<file path="src/rtl/clk_div_ctrl.sv">
// Programmable clock divider: clk_out toggles every div_cur cycles of clk_in, with a
// glitch-free divisor handshake and a clean stop. CLK_DIV_CTRL_TOGGLE_CNT_EN adds toggle_cnt.
module clk_div_ctrl #(
    parameter int unsigned WIDTH     = 32,
    parameter int unsigned DIV_RESET = 10000
) (
    input  logic             clk_in,
    input  logic             rst_n,
    input  logic             en,
    input  logic             div_valid,
    input  logic [WIDTH-1:0] div_data,
    output logic             div_ready,
    output logic             clk_out,
    output logic             tick,
    output logic             busy,
    output logic             div_err
`ifdef CLK_DIV_CTRL_TOGGLE_CNT_EN
    ,
    output logic [15:0]      toggle_cnt
`endif
);

    typedef enum logic [1:0] {StIdle, StRun, StHalt} state_e;

    state_e           state_q, state_d;
    logic [WIDTH-1:0] count_q, count_d;
    logic [WIDTH-1:0] div_cur_q, div_cur_d;
    logic [WIDTH-1:0] div_pend_q, div_pend_d;
    logic             pend_q, pend_d;
    logic             clk_out_q, clk_out_d;
    logic             tick_q, tick_d;
    logic             err_q, err_d;
    logic             xfer, div_zero, terminal;

    assign div_ready = ~pend_q;
    assign xfer      = div_valid & div_ready;
    assign div_zero  = (div_data == '0);
    assign terminal  = (count_q == div_cur_q - WIDTH'(1));

    always_comb begin
        state_d    = state_q;
        count_d    = count_q;
        div_cur_d  = div_cur_q;
        div_pend_d = div_pend_q;
        pend_d     = pend_q;
        clk_out_d  = clk_out_q;
        tick_d     = 1'b0;
        err_d      = err_q;

        // A zero divisor completes the handshake but only raises the error flag.
        if (xfer) begin
            err_d = div_zero;
        end

        unique case (state_q)
            StIdle: begin
                count_d   = '0;
                clk_out_d = 1'b0;
                if (xfer && !div_zero) begin
                    div_cur_d = div_data;
                end
                if (en) begin
                    state_d = StRun;
                end
            end
            StRun, StHalt: begin
                if (terminal) begin
                    count_d   = '0;
                    clk_out_d = ~clk_out_q;
                    tick_d    = 1'b1;
                    if (pend_q) begin
                        div_cur_d = div_pend_q;
                        pend_d    = 1'b0;
                    end
                end else begin
                    count_d = count_q + WIDTH'(1);
                end
                // pend_q is still 0 here, so a divisor taken on a terminal waits one half-period.
                if (xfer && !div_zero) begin
                    div_pend_d = div_data;
                    pend_d     = 1'b1;
                end
                if (state_q == StRun) begin
                    if (!en) begin
                        state_d = StHalt;
                    end
                end else if (en) begin
                    state_d = StRun;
                end else if (terminal && clk_out_q) begin
                    state_d = StIdle;
                end
            end
            default: state_d = StIdle;
        endcase
    end

    always_ff @(posedge clk_in or negedge rst_n) begin
        if (!rst_n) begin
            state_q    <= StIdle;
            count_q    <= '0;
            div_cur_q  <= WIDTH'(DIV_RESET);
            div_pend_q <= '0;
            pend_q     <= 1'b0;
            clk_out_q  <= 1'b0;
            tick_q     <= 1'b0;
            err_q      <= 1'b0;
        end else begin
            state_q    <= state_d;
            count_q    <= count_d;
            div_cur_q  <= div_cur_d;
            div_pend_q <= div_pend_d;
            pend_q     <= pend_d;
            clk_out_q  <= clk_out_d;
            tick_q     <= tick_d;
            err_q      <= err_d;
        end
    end

    assign clk_out = clk_out_q;
    assign tick    = tick_q;
    assign busy    = (state_q != StIdle);
    assign div_err = err_q;

`ifdef CLK_DIV_CTRL_TOGGLE_CNT_EN
    logic [15:0] toggle_cnt_q;

    always_ff @(posedge clk_in or negedge rst_n) begin
        if (!rst_n) begin
            toggle_cnt_q <= '0;
        end else if (tick_d) begin
            toggle_cnt_q <= toggle_cnt_q + 16'd1;
        end
    end

    assign toggle_cnt = toggle_cnt_q;
`endif

endmodule

</file>
<file path="config.mk">
export PLATFORM = sky130hd
export DESIGN_NAME = clk_div_ctrl
export DESIGN_NICKNAME = d
export VERILOG_FILES = /design/src/rtl/clk_div_ctrl.sv
export SDC_FILE = /design/constraint.sdc
export NUM_CORES = 1
export LEC_CHECK = 0
export CORE_ASPECT_RATIO = 0.7
export CORE_MARGIN = 3
export CORE_UTILIZATION = 50
export CTS_CLUSTER_DIAMETER = 200
export DETAILED_ROUTE_END_ITERATION = 8
export PLACE_DENSITY = 0.76
export SYNTH_ARGS = -nofsm -noshare
export SYNTH_HDL_FRONTEND = slang
export SYNTH_SLANG_ARGS = --single-unit
</file>
<file path="constraint.sdc">
create_clock -name clk_in -period 6.59 [get_ports clk_in]
set_clock_uncertainty 0.15 [all_clocks]
set_input_delay 0.659 -clock clk_in [delete_from_list [all_inputs] [get_ports clk_in]]
set_output_delay 0.659 -clock clk_in [all_outputs]
set_load 0.05 [all_outputs]
</file>
# Word-level counts from Yosys, hierarchy flattened
# Cells that the tools add are included.
# totals
elab_cells	54
regBits	102
# op_classes
eq_ne	9
n_reduce_logical	14
n_bitwise	3
n_mux	18
n_addsub	2
# op_table
cell	count
$mux W32	4
$pmux W32 S2	2
$add A32 B1 Y32 const B	1
$eq A32 B32 Y1	1
$logic_not A32 Y1	1
$sub A32 B1 Y32 const B	1
$mux W2	5
$ne A2 B2 Y1 const B	4
$reduce_and A2 Y1	3
$reduce_bool A2 Y1	3
$mux W1	5
$ne A4 B4 Y1 const B	1
$pmux W2 S2	1
$reduce_and A4 Y1	1
$ne A3 B3 Y1 const B	1
$reduce_and A3 Y1	1
$eq A2 B1 Y1 const B	1
$eq A2 B2 Y1 const B	1
$logic_and A1 B1 Y1	2
$logic_not A2 Y1	1
$not A1 Y1	2
$pmux W1 S2	1
$reduce_or A2 Y1	1
$and A1 B1 Y1	1
$logic_not A1 Y1	1

# Logic depth before layout (Yosys ltp)
# Gate-level depths: netlist of run 1.
# logic_depth
word_depth	7
depth_mapped	14
mapped_depth_nobuf	11

# Least setup slack after synthesis of run 1
# Ideal clock, no wire load.
# synth_timing
path_kind	register to register
from	reg div_cur_q[14]
to	reg div_cur_q[23]
path_slack_ps	3211
n_path_buf	3
path_stages_with_launch	13
arrival_time_ps	3165
required_ps	6375
setup_ps	65
cell_sequence	dfrtp_1 buf_2 or4_4 or4_1 buf_2 nor4_2 xnor2_1 nor4_1 nand4_1 nor4_4 buf_6 mux2_1 nand2_1
# synth_between
elab_chain_len	4
# synth_rtl
element	line	rtl
start, declared	27	logic [WIDTH-1:0] div_cur_q, div_cur_d;
start signal, assigned	101	div_cur_q <= WIDTH'(DIV_RESET);
start signal, assigned	110	div_cur_q <= div_cur_d;
$sub A32 B1 Y32	38	assign terminal = (count_q == div_cur_q - WIDTH'(1));
$eq A32 B32 Y1	38	
$ne A2 B2 Y1 (no line)	-	
$reduce_and A4 Y1 (no line)	-	
# Every way passes these cells.
# A chain may end at the register's enable or synchronous reset.

# Final worst setup path of run 1
# layout_timing
from	reg div_cur_q[0]
to	reg count_q[1]
# layout_between
elab_chain_len	4
# layout_rtl
element	line	rtl
$sub A32 B1 Y32	38	
$eq A32 B32 Y1	38	
$mux W32	67	if (terminal) begin
$pmux W32 S2	55	unique case (state_q)
end signal, assigned	109	count_q <= count_d;
end, declared	26	logic [WIDTH-1:0] count_q, count_d;
# Every way passes these cells.

==> summary.md, run 1 <==
| Metric | Value |
|---|---|
| MaxCap Viol Count | `0` |
| HPWL Detailed | `11800 µm` |
| Maximum buffer depth of the clock tree | `2` |
| Top Layer Used | `met4` |
| Worst Setup SP | `div_cur_q[0]` |
| Leakage | `2.95 nW` |
| Post-layout minimum cycle time | `4.30 ns` |
| Crit path DAT | `4.36 ns` |
| PortBufs | `40` |
| Initial antenna violation count | `0` |
| Slew @ Worst Pin | `1.12 ns` |
| Library cells used by synthesis | `59` |
| Cells after Synth | `739` |
| Sequential area share after synthesis | `39.7%` |
| Avg Inst Size Synth | `8.73 µm²` |
| Top FF cell, synth | `dfrtp_1` |
| # DRC | `0` |
| TritonCTS clock tree | `done` |
| Crit path kind | `reg -> reg` |
| Die W | `142 µm` |
| I/O pin total | `41` |
| Root buf cell | `clkbuf_16` |
| TritonCTS buffer count | `9` |
| Worst-path clk slew | `0.07 ns` |
| Detailed Routing Iterations Pass 1 | `5` |
| First-pass GRT wire length | `27200 µm` |
| Met2 wire len | `7410 µm` |
| Post-synth EDFFs | `0` |
| CTS hold repair buffers | `0` |
| Hold Fails Final Rpt | `0` |
| Clock tree sinks | `102` |
| NumNets Final | `782` |
| Worst Path Required | `6.66 ns` |
| Final slew viol count | `0` |
| Die Area | `14300 µm²` |
| Async SR Flop Fraction | `100%` |
| CP Max Fanout | `67` |
| Initial DRC count | `494` |
| Met3 wire length | `1210 µm` |
| Routed vias | `5621` |
| Area contributors post-synth | `dfrtp_1 (38%), mux2_2 (6.1%), nor2_1 (4.9%), xnor2_1 (4.5%), nand2_1 (4.0%)` |
| # diodes | `0` |
| WL/cell | `18.3 µm` |
| Worst Setup Start Kind | `flop` |
| Total negative slack | `0 ns` |
| Wire length on met1 | `7870 µm` |
| Share of the synthesized area in the top cell type | `37.6%` |
| Die span in y | `101 µm` |
| RR Startpoint | `div_cur_q[0]` |
| Post-CTS Resized | `0` |
| Skew-Pair Late Insertion Delay | `0.35 ns` |
| FP Rows | `34` |
| Starting Density | `51.6%` |
| Final setup fails | `0` |
| Cell Area, Synth | `6450 µm²` |
| Hold slack | `0.161 ns` |
| Reg2reg setup slack | `2.29 ns` |
| Worst slew margin | `25.3%` |
| Area growth, synth to finish | `11.2%` |
| Fillcell total | `1122` |
| Largest net degree at the start of global routing | `69` |
| Cell with the most instances after synthesis | `dfrtp_1` |
| Setup Buffers After CTS | `0` |
| H-tree depth | `3` |
| Cell taking the most area after synthesis | `dfrtp_1` |
| WL final | `16600 µm` |
| Vias per Instance | `6.19` |
| Max VDD drop | `0.000204 V` |
| Power Density | `404 nW/µm²` |
| Unrepaired setup endpoints after global routing | `false` |
| Max Fclk | `0.233 GHz` |
| Final worst path period share | `65.2%` |
| Synth Register Bits | `102` |
| Grt ovf | `0` |
| Core box area | `12500 µm²` |
| Final core occ | `57.4%` |
| Critical path capture point type | `flop` |
| Vias in the first global route | `5387` |
| Layout cells sized above 1 | `9.25%` |
| Syn Nets | `780` |
| Total track usage | `23.7%` |
| Outcome | `complete, no violations` |
| Final GP Congestion | `0.984` |
| Synth warn | `0` |
| DRT antenna net count | `0` |
| Post-synth top cells | `dfrtp_1 (97), nor2_1 (85), nand2_1 (68)` |
| Hold Crit Class | `in -> async` |
## flip-flops by register name, indices dropped and copies added (netlist names)
register    count
clk_out         1
count_q        32
div_cur_q      32
div_err         1
div_pend_q     32
pend_q          1
state_q         2
tick            1
## final timing paths
kind | cells past startpoint | endpoint
min reg2reg | 1 | div_err
min in group clk_in | 1 | div_err
max reg2reg | 12 | count_q[1]
max in group asynchronous | 2 | div_cur_q[26]
min | 1 | count_q[24]
max | 12 | count_q[1]
## worst max-delay path, stage by stage (launching register included)
cell and delay, ns:
dfrtp_1 0.47, inv_1 0.09, ha_1 0.19, nor2b_1 0.36, nand4_1 0.37, nor2_1 0.39
mux2_2 0.37, o21ai_0 0.27, nand3_1 0.18, nor4_4 0.26, buf_4 0.59, nand2b_1 0.33
o21ai_0 0.15
## power by group
group          total (W)  internal (W)  switching [W]
registers        0.00102      0.000774       0.000244
clock network   0.000595      0.000348       0.000247
logic            0.00129      0.000499       0.000788
total            0.00290       0.00162        0.00128
## cell families after synthesis
group / after synthesis / share of synthesized area [%]
AND/OR/NAND/NOR: 381 / 32.0
flip-flops: 102 / 39.7
buffers and inverters: 68 / 4.77
AO/OA/AOI/OAI: 88 / 8.20
multiplexers: 41 / 7.06
adder cells (fa/ha/maj): 5 / 0.970
XOR/XNOR: 54 / 7.33
## area by class of cell
cell class	count	area (µm²)	share of cell area [%]
sequential	102	2560	35.6
clock inverter	5	86.3	1.20
clock buffer	11	243	3.38
multi-input combinational	569	3600	50.1
inverter	14	52.6	0.732
timing repair buffer	45	435	6.07
tap	162	203	2.82
## routing by layer
layer  GRT usage, %  vias to the layer above
li1               -                     2647
met1           35.2                     2760
met2           36.2                      197
met3           5.03                       17
met4           4.42                        0
met5              0                        -
## through the flow
step / total power, W / instances / cell area [µm²] / setup slack, ns
2_1_floorplan: 0.00197 / 739 / 6450 / 3.21
3_3_place_gp: 0.00222 / 892 / 6850 / 2.51
3_5_place_dp: 0.00229 / 892 / 6850 / 2.35
4_1_cts: 0.00288 / 908 / 7180 / 2.34
5_1_grt: 0.00309 / 908 / 7180 / 1.98
6_report: 0.00290 / 908 / 7180 / 2.29
## cells in the final DEF (no fill, tap or decap), types with 6 or more instances in the layout
master,count
xor2_1,21
a21oi_1,39
nand4_1,40
clkdlybuf4s50_1,39
clkbuf_16,9
xnor2_1,33
nor4_1,16
buf_4,6
and3_1,39
o21ai_0,20
nand2_1,68
nand2b_1,7
nor3_1,30
mux2_2,35
inv_1,14
or3_1,6
nand3b_1,31
nor2b_1,9
dfrtp_1,97
nor2_1,85
nand3_1,20
Note: power is estimated with default switching activity, not from simulation.
==> run 2: changes to the inputs <==
==> constraint.sdc (replaced) <==
create_clock -name clk_in -period 4.2 [get_ports clk_in]
set_clock_uncertainty 0.15 [all_clocks]
set_input_delay 0.42 -clock clk_in [delete_from_list [all_inputs] [get_ports clk_in]]
set_output_delay 0.42 -clock clk_in [all_outputs]
set_load 0.05 [all_outputs]
==> run 2 against run 1 <==
Net effect:
- cell count grew 1.1%
- die area is the same
- register-to-register slack lost 2.0 ns
- sequential cell count is the same
- worst hold slack lost 0.086 ns
- sequential share of layout area shrank 0.27 points
- routed wire length grew 1.7%
- sequential power grew 57%
- utilization grew 0.43 points
- final area grew 0.75%
- combinational power grew 61%
==> summary.md, run 2 (synthesis results as in run 1) <==
| Metric | Value |
|---|---|
| Outcome | `complete, no violations (unchanged)` |
| Area growth, synth to finish | `12.1% (was 11.2%)` |
| Die span in y | `101 µm (unchanged)` |
| Root buf cell | `clkbuf_16 (unchanged)` |
| H-tree depth | `3 (unchanged)` |
| Unrepaired setup endpoints after global routing | `false (unchanged)` |
| Placed cell area | `6940 µm² (was 6850 µm²)` |
| Final slew viol count | `0 (unchanged)` |
| Grt ovf | `0 (unchanged)` |
| TritonCTS clock tree | `done (unchanged)` |
| Skew-Pair Late Insertion Delay | `0.35 ns (about the same)` |
| Worst Setup SP | `div_cur_q[14] (was div_cur_q[0])` |
| Routed vias | `5700 (was 5621)` |
| CTS hold repair buffers | `0 (unchanged)` |
| WL/cell | `18.4 µm (was 18.3 µm)` |
| Final GP Congestion | `0.965 (was 0.984)` |
| Post-CTS Resized | `0 (unchanged)` |
| Layout Cells excl Fill | `918 (was 908)` |
| Power Density | `623 nW/µm² (was 404 nW/µm²)` |
| Biggest regs | `count_q: 32 flops, div_cur_q: 32 flops, div_pend_q: 32 flops (unchanged)` |
| Hold Crit Class | `in -> async (unchanged)` |
| TritonCTS buffer count | `9 (unchanged)` |
| # DRC | `0 (unchanged)` |
| Fillcell total | `1098 (was 1122)` |
| Met2 wire len | `7240 µm (was 7410 µm)` |
| DRT antenna net count | `0 (unchanged)` |
| Worst slew margin | `30.8% (was 25.3%)` |
| Vias in the first global route | `5400 (was 5387)` |
| Max VDD drop | `0.000486 V (was 0.000204 V)` |
| Initial DRC count | `466 (was 494)` |
| PortBufs | `40 (unchanged)` |
| Total negative slack | `0 ns (unchanged)` |
| MaxCap Viol Count | `0 (unchanged)` |
| Setup Buffers After CTS | `0 (unchanged)` |
| Worst Setup Start Kind | `flop (unchanged)` |
| # diodes | `0 (unchanged)` |
| First-pass GRT wire length | `27900 µm (was 27200 µm)` |
| Placed Instances | `902 (was 892)` |
| Leakage | `2.98 nW (was 2.95 nW)` |
| Hold slack | `0.0749 ns (was 0.161 ns)` |
| Final worst path period share | `92.7% (was 65.2%)` |
| Die Area | `14300 µm² (unchanged)` |
| Clock tree sinks | `102 (unchanged)` |
| Final setup fails | `0 (unchanged)` |
| WL final | `16900 µm (was 16600 µm)` |
| Top Layer Used | `met4 (unchanged)` |
| FP Rows | `34 (unchanged)` |
| Starting Density | `51.6% (unchanged)` |
| NumNets Final | `792 (was 782)` |
| Max Fclk | `0.257 GHz (was 0.233 GHz)` |
| Crit path kind | `reg -> reg (unchanged)` |
| Crit path DAT | `3.96 ns (was 4.36 ns)` |
| Worst-path clk slew | `0.07 ns (about the same)` |
| Layout cells sized above 1 | `10.7% (was 9.25%)` |
| Met3 wire length | `1280 µm (was 1210 µm)` |
| Final instance area | `7230 µm² (was 7180 µm²)` |
| Wire length on met1 | `8120 µm (was 7870 µm)` |
| Worst Path Required | `4.27 ns (was 6.66 ns)` |
| Initial antenna violation count | `0 (unchanged)` |
| Largest net degree at the start of global routing | `80 (was 69)` |
| Overall Power | `0.00451 W (was 0.00290 W)` |
| Commonest cells after routing, fill and taps aside | `dfrtp_1 (97), nor2_1 (85), nand2_1 (68) (unchanged)` |
| Detailed Routing Iterations Pass 1 | `5 (unchanged)` |
| Critical path capture point type | `flop (unchanged)` |
| Slew @ Worst Pin | `1.04 ns (was 1.12 ns)` |
| Maximum buffer depth of the clock tree | `2 (unchanged)` |
| HPWL Detailed | `12000 µm (was 11800 µm)` |
| Hold Fails Final Rpt | `0 (unchanged)` |
| RR Startpoint | `div_cur_q[14] (was div_cur_q[0])` |
| Die W | `142 µm (unchanged)` |
| Post-layout minimum cycle time | `3.89 ns (was 4.30 ns)` |
| Total track usage | `24.4% (was 23.7%)` |
| Vias per Instance | `6.21 (was 6.19)` |
| CP Max Fanout | `45 (was 67)` |
| Core box area | `12500 µm² (unchanged)` |
| I/O pin total | `41 (unchanged)` |
| Most common cell after layout, fill and taps aside | `dfrtp_1 (unchanged)` |
run 2: through the flow:
stage                     utilization [%]  worst slack [ns]
after global placement               55.5             0.390
after floorplan                         -             0.821
final                                57.8             0.307
after global routing                 57.8            0.0531
after CTS                            57.8             0.291
after detailed placement             55.5             0.339
run 2: path summary, 6_finish.rpt:
| path | slack (ns) | cells past startpoint | end |
|---|---|---|---|
| min | 0.07 | 1 | count_q[20] |
| max reg2reg | 0.31 | 10 | count_q[6] |
| min reg2reg | 0.35 | 1 | div_err |
| max in group asynchronous | 2.87 | 2 | div_cur_q[8] |
| max | 0.31 | 10 | count_q[6] |
| min in group clk_in | 0.35 | 1 | div_err |
run 2: critical path, stage by stage (launching register included):
cell      delay [ns]
dfrtp_1         0.47
or4_4           0.60
or3_1           0.41
nor2_1          0.32
mux2_2          0.37
o21ai_0         0.25
nand3_1         0.17
nor4_4          0.36
buf_12          0.27
nand2b_1        0.25
o21ai_0         0.13
run 2: layout make-up:
class / count / area (µm²) / share of cell area, %
flip-flops and latches: 102 / 2560 / 35.4
multi-input cells: 569 / 3610 / 49.9
repair buffers: 55 / 523 / 7.23
well taps: 162 / 203 / 2.80
inverters: 14 / 52.6 / 0.727
clock buffers: 9 / 225 / 3.11
clock inverters: 7 / 63.8 / 0.882
run 2: metal layers:
metal  track usage (%)  up-vias
met4              5.90        0
li1                  -     2657
met3              6.07       26
met5                 0        -
met1              36.5     2787
met2              35.4      230
run 2: where the power goes:
part | internal [W] | switching, W
Clock | 0.000417 | 0.000412
Sequential | 0.00121 | 0.000382
Combinational | 0.000819 | 0.00127
